--- src/rtl/mem_arbiter_pkg.sv ---
// Shared types and default widths for the instruction/data memory arbiter.
// Owner encoding records which requester holds the response slot next cycle.
package mem_arbiter_pkg;

   localparam int DEF_ADDR_W     = 32;
   localparam int DEF_DATA_W     = 32;
   localparam int DEF_STARVE_MAX = 4;
   localparam int STARVE_CTR_W   = 4;

   typedef enum logic [1:0] {
      NONE = 2'd0,
      IF   = 2'd1,
      D_RD = 2'd2,
      D_WR = 2'd3
   } owner_e;

endpackage

--- src/rtl/mem_arbiter_starve_ctr.sv ---
// Fetch starvation counter: counts consecutive cycles in which fetch is
// waiting but loses, and raises o_force once the limit is reached.
// Only built and used when MEM_ARBITER_FAIR_EN is defined.
`ifdef MEM_ARBITER_FAIR_EN
module arb_starve_ctr
   import mem_arbiter_pkg::*;
#(
   parameter int STARVE_MAX = DEF_STARVE_MAX
) (
   input  logic i_clk,
   input  logic i_rst,
   input  logic i_if_valid,
   input  logic i_if_grant,
   output logic o_force
);

   localparam logic [STARVE_CTR_W-1:0] LP_MAX = STARVE_CTR_W'(STARVE_MAX);

   logic [STARVE_CTR_W-1:0] r_cnt;

   // Count fetch denials; clear when fetch wins or stops asking, saturate at all-ones.
   // NOTE: clocked state uses non-blocking assignments so every flop samples pre-edge values.
   always_ff @(posedge i_clk or posedge i_rst) begin
      if (i_rst) begin
         r_cnt <= '0;
      end else if (!i_if_valid || i_if_grant) begin
         r_cnt <= '0;
      end else if (r_cnt != '1) begin
         r_cnt <= r_cnt + 1'b1;
      end
   end

   assign o_force = (r_cnt == LP_MAX);

endmodule
`endif

--- src/rtl/mem_arbiter.sv ---
// Arbiter sharing one single-port synchronous memory between instruction
// fetch and the data (load/store) port. Data has priority; the grant is
// same-cycle and the read data is routed back one cycle later via an owner
// register. Optional fetch anti-starvation is enabled by MEM_ARBITER_FAIR_EN.
module mem_arbiter
   import mem_arbiter_pkg::*;
#(
   parameter int ADDR_W     = DEF_ADDR_W,
   parameter int DATA_W     = DEF_DATA_W,
   parameter int STARVE_MAX = DEF_STARVE_MAX
) (
   input  logic                i_clk,
   input  logic                i_rst,
   // fetch port
   input  logic                i_if_req_valid,
   output logic                o_if_req_ready,
   input  logic [ADDR_W-1:0]   i_if_addr,
   output logic                o_if_rsp_valid,
   output logic [DATA_W-1:0]   o_if_rsp_data,
   // data port
   input  logic                i_d_req_valid,
   output logic                o_d_req_ready,
   input  logic [ADDR_W-1:0]   i_d_addr,
   input  logic                i_d_we,
   input  logic [DATA_W-1:0]   i_d_wdata,
   input  logic [DATA_W/8-1:0] i_d_wstrb,
   output logic                o_d_rsp_valid,
   output logic [DATA_W-1:0]   o_d_rsp_data,
   // memory port
   output logic                o_mem_en,
   output logic [ADDR_W-1:0]   o_mem_addr,
   output logic                o_mem_we,
   output logic [DATA_W-1:0]   o_mem_wdata,
   output logic [DATA_W/8-1:0] o_mem_wstrb,
   input  logic [DATA_W-1:0]   i_mem_rdata
);

   // Reject configurations the byte strobes and 4-bit counter cannot represent.
   if (DATA_W % 8 != 0) begin : g_bad_data_w
      $error("mem_arbiter: DATA_W must be a multiple of 8");
   end
   if (STARVE_MAX < 1 || STARVE_MAX > 15) begin : g_bad_starve_max
      $error("mem_arbiter: STARVE_MAX must be in 1..15");
   end

   owner_e r_owner;
   owner_e w_owner_nxt;
   logic   w_if_gnt;
   logic   w_d_gnt;
   logic   w_force_if;

`ifdef MEM_ARBITER_FAIR_EN
   arb_starve_ctr #(
      .STARVE_MAX (STARVE_MAX)
   ) u_starve_ctr (
      .i_clk      (i_clk),
      .i_rst      (i_rst),
      .i_if_valid (i_if_req_valid),
      .i_if_grant (w_if_gnt),
      .o_force    (w_force_if)
   );
`else
   assign w_force_if = 1'b0;
`endif

   // Grant: data wins unless fetch is being forced; nothing is granted in reset.
   always_comb begin
      w_if_gnt = !i_rst && i_if_req_valid && (!i_d_req_valid || w_force_if);
      w_d_gnt  = !i_rst && i_d_req_valid && !w_if_gnt;
   end

   assign o_if_req_ready = w_if_gnt;
   assign o_d_req_ready  = w_d_gnt;

   // Memory drive and next owner follow the winner; idle drives all zeros.
   // NOTE: every output gets a default first so no path leaves it unassigned (no latches).
   always_comb begin
      o_mem_en    = 1'b0;
      o_mem_addr  = '0;
      o_mem_we    = 1'b0;
      o_mem_wdata = '0;
      o_mem_wstrb = '0;
      w_owner_nxt = NONE;
      if (w_if_gnt) begin
         o_mem_en    = 1'b1;
         o_mem_addr  = i_if_addr;
         w_owner_nxt = IF;
      end else if (w_d_gnt) begin
         o_mem_en    = 1'b1;
         o_mem_addr  = i_d_addr;
         o_mem_we    = i_d_we;
         o_mem_wdata = i_d_wdata;
         o_mem_wstrb = i_d_wstrb;
         w_owner_nxt = i_d_we ? D_WR : D_RD;
      end
   end

   // Owner register: updated every cycle so back-to-back grants pipeline.
   always_ff @(posedge i_clk or posedge i_rst) begin
      if (i_rst) begin
         r_owner <= NONE;
      end else begin
         r_owner <= w_owner_nxt;
      end
   end

   // Response routing one cycle after the grant; write acks carry zero data.
   always_comb begin
      o_if_rsp_valid = 1'b0;
      o_if_rsp_data  = '0;
      o_d_rsp_valid  = 1'b0;
      o_d_rsp_data   = '0;
      unique case (r_owner)
         IF: begin
            o_if_rsp_valid = 1'b1;
            o_if_rsp_data  = i_mem_rdata;
         end
         D_RD: begin
            o_d_rsp_valid = 1'b1;
            o_d_rsp_data  = i_mem_rdata;
         end
         D_WR: begin
            o_d_rsp_valid = 1'b1;
         end
         default: ;
      endcase
   end

endmodule

--- config.mk ---
export PLATFORM = sky130hd
export DESIGN_NAME = mem_arbiter
export DESIGN_NICKNAME = d
export VERILOG_FILES = /design/src/rtl/mem_arbiter_pkg.sv /design/src/rtl/mem_arbiter_starve_ctr.sv /design/src/rtl/mem_arbiter.sv
export SDC_FILE = /design/constraint.sdc
export NUM_CORES = 1
export LEC_CHECK = 0
export ABC_CLOCK_PERIOD_IN_PS = 1640
export BUFFER_PORTS_ARGS = -buffer_cell sky130_fd_sc_hd__buf_2
export CAP_MARGIN = 15
export CORE_AREA = 2 2 107 109
export DETAILED_ROUTE_END_ITERATION = 8
export DIE_AREA = 0 0 109 111
export GPL_TIMING_DRIVEN = 0
export REMOVE_ABC_BUFFERS = 1
export SETUP_SLACK_MARGIN = 0.5
export SLEW_MARGIN = 10
export SYNTH_ARGS = -nofsm -noshare
export SYNTH_HDL_FRONTEND = slang
export SYNTH_SLANG_ARGS = --single-unit
--- constraint.sdc ---
create_clock -name i_clk -period 1.64 [get_ports i_clk]
set_clock_uncertainty 0.2 [all_clocks]
set_input_delay 0.082 -clock i_clk [delete_from_list [all_inputs] [get_ports i_clk]]
set_output_delay 0.082 -clock i_clk [all_outputs]
set_load 0.03 [all_outputs]
Word-level counts from Yosys, hierarchy flattened
Index checks and enable logic that the tools add are counted.
- equality and inequality tests: 3
- mux-type cells: 17
- reductions and logical operators: 8
- operator list (kind ; number):
    $mux W32 ; 6
    $mux W4 ; 2
    $mux W1 ; 7
    $eq A2 B2 Y1 const B ; 2
    $logic_and A1 B1 Y1 ; 4
    $mux W2 ; 2
    $logic_not A1 Y1 ; 3
    $eq A2 B1 Y1 const B ; 1
    $reduce_or A2 Y1 ; 1
- register bits after elaboration: 2
- input port bits: 137
- output and inout port bits: 138
- word-level logic and storage cells: 29

Longest topological paths before layout
- word-level depth: 7
- depth in mapped cells: 4
- depth with buffers taken out: 2

Least setup slack after synthesis
Ideal clock, no wire load.
- kind: register -> output
- from: reg r_owner[1]
- to: out o_if_rsp_data[16]
- arrival time: 1191 ps
- data required time: 1358 ps
- setup slack: 167 ps
- cell stages (with the launch flop): 4
- buffers on the path: 1
- cells stage by stage: dfrtp_1 > nor2b_1 > buf_2 > and2_1
- word-level cells in the longest chain between the ends: 2
- ends and longest elaborated chain (what ; RTL line ; source):
    start: declaration ; mem_arbiter.sv:46 ; owner_e r_owner;
    start signal: assignment ; mem_arbiter.sv:103 ; r_owner <= w_owner_nxt;
    $eq A2 B1 Y1 ; mem_arbiter.sv:113 ; unique case (r_owner)
    $mux W32 ; mem_arbiter.sv:113 ;
    end: declaration ; mem_arbiter.sv:19 ; output logic [DATA_W-1:0] o_if_rsp_data,
No other way between the ends.

Worst setup path in the final report
- from: reg r_owner[1]
- to: out o_if_rsp_data[13]
Same word-level chain as after synthesis.

==> flow_summary_export.csv <==
group,metric,value,unit
sta,report.final.setup_viol,0,
layout,final_core_utilization,0.411,
min_path,holdCritStartpoint,"i_if_req_valid",
synthesis,synth.cell_area,1260,um^2
synthesis,cell_types_occupying_the_most_area_after_synthesis,"and2_1 (50%), a32o_2 (27%), buf_6 (7.2%)",
floorplan,fp.coreArea,11100,um^2
grt,antenna_found_initial,0,
setup_path,timing_worst_setup_path_type,"flop to primary output",
floorplan,placementRows,39,
layout,post_route_cells_drive_above_1_share,0.911,
route,routed-via-count,2580,
clocking,cts_root_buffer,"clkbuf_16",
layout,flow.area_growth_from_synthesis,262,%
route,initialDrtViolationCount,63,
min_path,min-delay-path-class,"input pin to flop",
synthesis,synth.avg_cell_area,7.45,um^2
route,viasPerCell,4.20,
layout,post_layout_nets,611,
synthesis,synthesis.instances,169,
clocking,clk_pin_slew_worst_paths,0.03,ns
sta,grt_setup_unrepaired,"true",
power_and_ir_drop,power.static_leakage,0.00249,uW
place,buffer_ports.inserted,274,
clocking,clock-sinks,2,
sta,period_share,0.981,
sta,clock.fmax,621,MHz
min_path,worstHoldPathCells,3,
route,routedWlPerCell,17.6,um
grt,track_usage,0.161,
floorplan,dieArea,12100,um^2
grt,grt_remaining_overflow,0,
sta,hold_ws,0.0442,ns
clocking,clock_path_buffers,2,
layout,n_antenna_cell,0,
flow_run,max_cap_violations,0,
synthesis,synth_top_area_share,0.502,
sta,layout_min_cycle_time,1.61,ns
layout,largest_register_ffs,2,
clocking,cts_tree,"yes",
grt,grt_pass1_vias,2579,
clocking,tritoncts.num_buffers,3,
sta,maxSlewHeadroom,0.870,
setup_path,timing.critical_path.arrival,1.33,ns
floorplan,initial_cell_density_of_the_core,0.114,
place,globalplace.congestion,0.712,
setup_path,worst_setup_path_end_kind,"primary output",
floorplan,io_pins,275,
grt,grt_first_pass_wirelength,14.8,mm
layout,final.fill_count,1057,
setup_path,cp.required,1.36,ns
sta,worst_pin_slew,0.194,ns
route,count_of_unresolved_drc_violations_after_routing,0,
synthesis,synth-seq-cells,2,
setup_path,start_kind,"flop",
layout,registers.top_by_ff_count,"r_owner",
synthesis,post-synth-top-area-cell,"and2_1",
synthesis,synth_sequential_area_ratio,0.0398,
route,detail_route.first_pass.iterations,4,
place,dpl_worst_slack,-0.143,ns
status,outcome,"complete, no violations",
sta,slew_violations,0,
grt,largest_net_degree_at_the_start_of_global_routing,31,
power_and_ir_drop,power.density_cell_area,392,nW/um^2
place,place.detailed.hpwl,6.60,mm
route,ant_nets,0,
clocking,ctsHtreeMaxLevel,1,
floorplan,floorplan.die.width,109,um
setup_path,critical_path.max_fanout,30,
layout,largest_registers,"r_owner x2",
sta,count_of_final_hold_check_violations,0,
power_and_ir_drop,max-vdd-ir-drop,0.272,mV
min_path,worstHoldEndpoint,"r_owner[0]",
floorplan,fp.dieH,111,um
sta,postLayoutSetupSlackWorst,0.0309,ns
synthesis,synth_cell_type_count,15,
synthesis,yosys_warnings,0,
route,drt_wl_total,10.8,mm
through the flow:
| step | total power, uW | std cells | setup TNS (ns) | instance area [um^2] |
|---|---|---|---|---|
| after floorplan | 545 | 147 | -122.32 | 1100 |
| after global routing | 1870 | 615 | -0.00588 | 4560 |
| after global placement | 897 | 564 | -189.61 | 2650 |
| after detailed placement | 909 | 566 | -5.93 | 2700 |
| after CTS | 1730 | 609 | 0 | 4310 |
| final | 1790 | 615 | 0 | 4560 |
logic make-up after synthesis:
kind of cell,share of synthesized area
flip-flops,0.0398
AND/OR/NAND/NOR,0.540
AO/OA/AOI/OAI,0.288
buffers and inverters,0.132
cell usage in the layout, fill, tap and decap left out, drive strengths merged:
master / n
nand2: 1
a21oi: 1
nand2b: 1
clkinvlp: 2
inv: 1
a32o: 32
nor2: 3
nor2b: 4
buf: 314
and2b: 4
dlygate4sd3: 2
and2: 101
dfrtp: 2
clkbuf: 4
cells in the mapped netlist:
| cell | count |
|---|---|
| and2_1 | 101 |
| a32o_2 | 30 |
| clkbuf_1 | 9 |
| buf_6 | 8 |
| buf_4 | 4 |
| nor2_1 | 3 |
| nor2b_1 | 3 |
| a32o_1 | 2 |
| dfrtp_1 | 2 |
| inv_1 | 2 |
| a21oi_1 | 1 |
| and2b_1 | 1 |
| buf_2 | 1 |
| nand2_1 | 1 |
| nand2b_1 | 1 |
worst max-delay path: stages, from the launching register on:
cell and delay (ns):
dfrtp_2 0.46, nor2b_4 0.17, buf_12 0.16, and2_1 0.17
buf_6 0.14
metal layers:
metal  wire, um  up-vias  track usage
met4         43        0       0.0188
li1           -     1197            -
met3        938        4       0.0265
met1       4110     1202        0.187
met2       5750      177        0.311
met5          0        -            0
power breakdown:
part,total (uW),switching [uW],internal [uW]
clock,363,53.2,310
sequential,59.2,6.15,53.1
combinational,1360,653,710
worst max path at each step:
stage	cells past startpoint	slack [ns]	from	end
after CTS	4	0.03	r_owner[1]	o_if_rsp_data[8]
after floorplan	2	-1.45	i_rst	o_mem_wdata[0]
after global routing	4	-0.004	r_owner[1]	o_if_rsp_data[13]
after detailed placement	4	-0.14	i_d_req_valid	o_mem_addr[24]
final	4	0.03	r_owner[1]	o_if_rsp_data[13]
after global placement	4	-2.35	i_rst	o_mem_wdata[24]
area by class of cell:
type                       count  area (um^2)  area share
sequential                     2         52.6      0.0115
timing repair buffer         317         2950       0.647
timing repair inverter         1         7.51     0.00165
tap                          143          179      0.0393
multi-input combinational    147         1280       0.282
inverter                       2         11.3     0.00247
clock buffer                   3         75.1      0.0165
what timing repair did:
| action | 4_1_cts | 5_1_grt |
|---|---|---|
| resized for setup | 332 | 61 |
| hold buffers | 2 | 0 |
| pin swaps | 51 | 28 |
| endpoints found under the setup margin | 135 | 136 |
| buffers inserted | 25 | 5 |
| gates cloned | 13 | 1 |
| hold endpoints to repair | 3 | 0 |
Note: power is estimated with default switching activity, not from simulation.
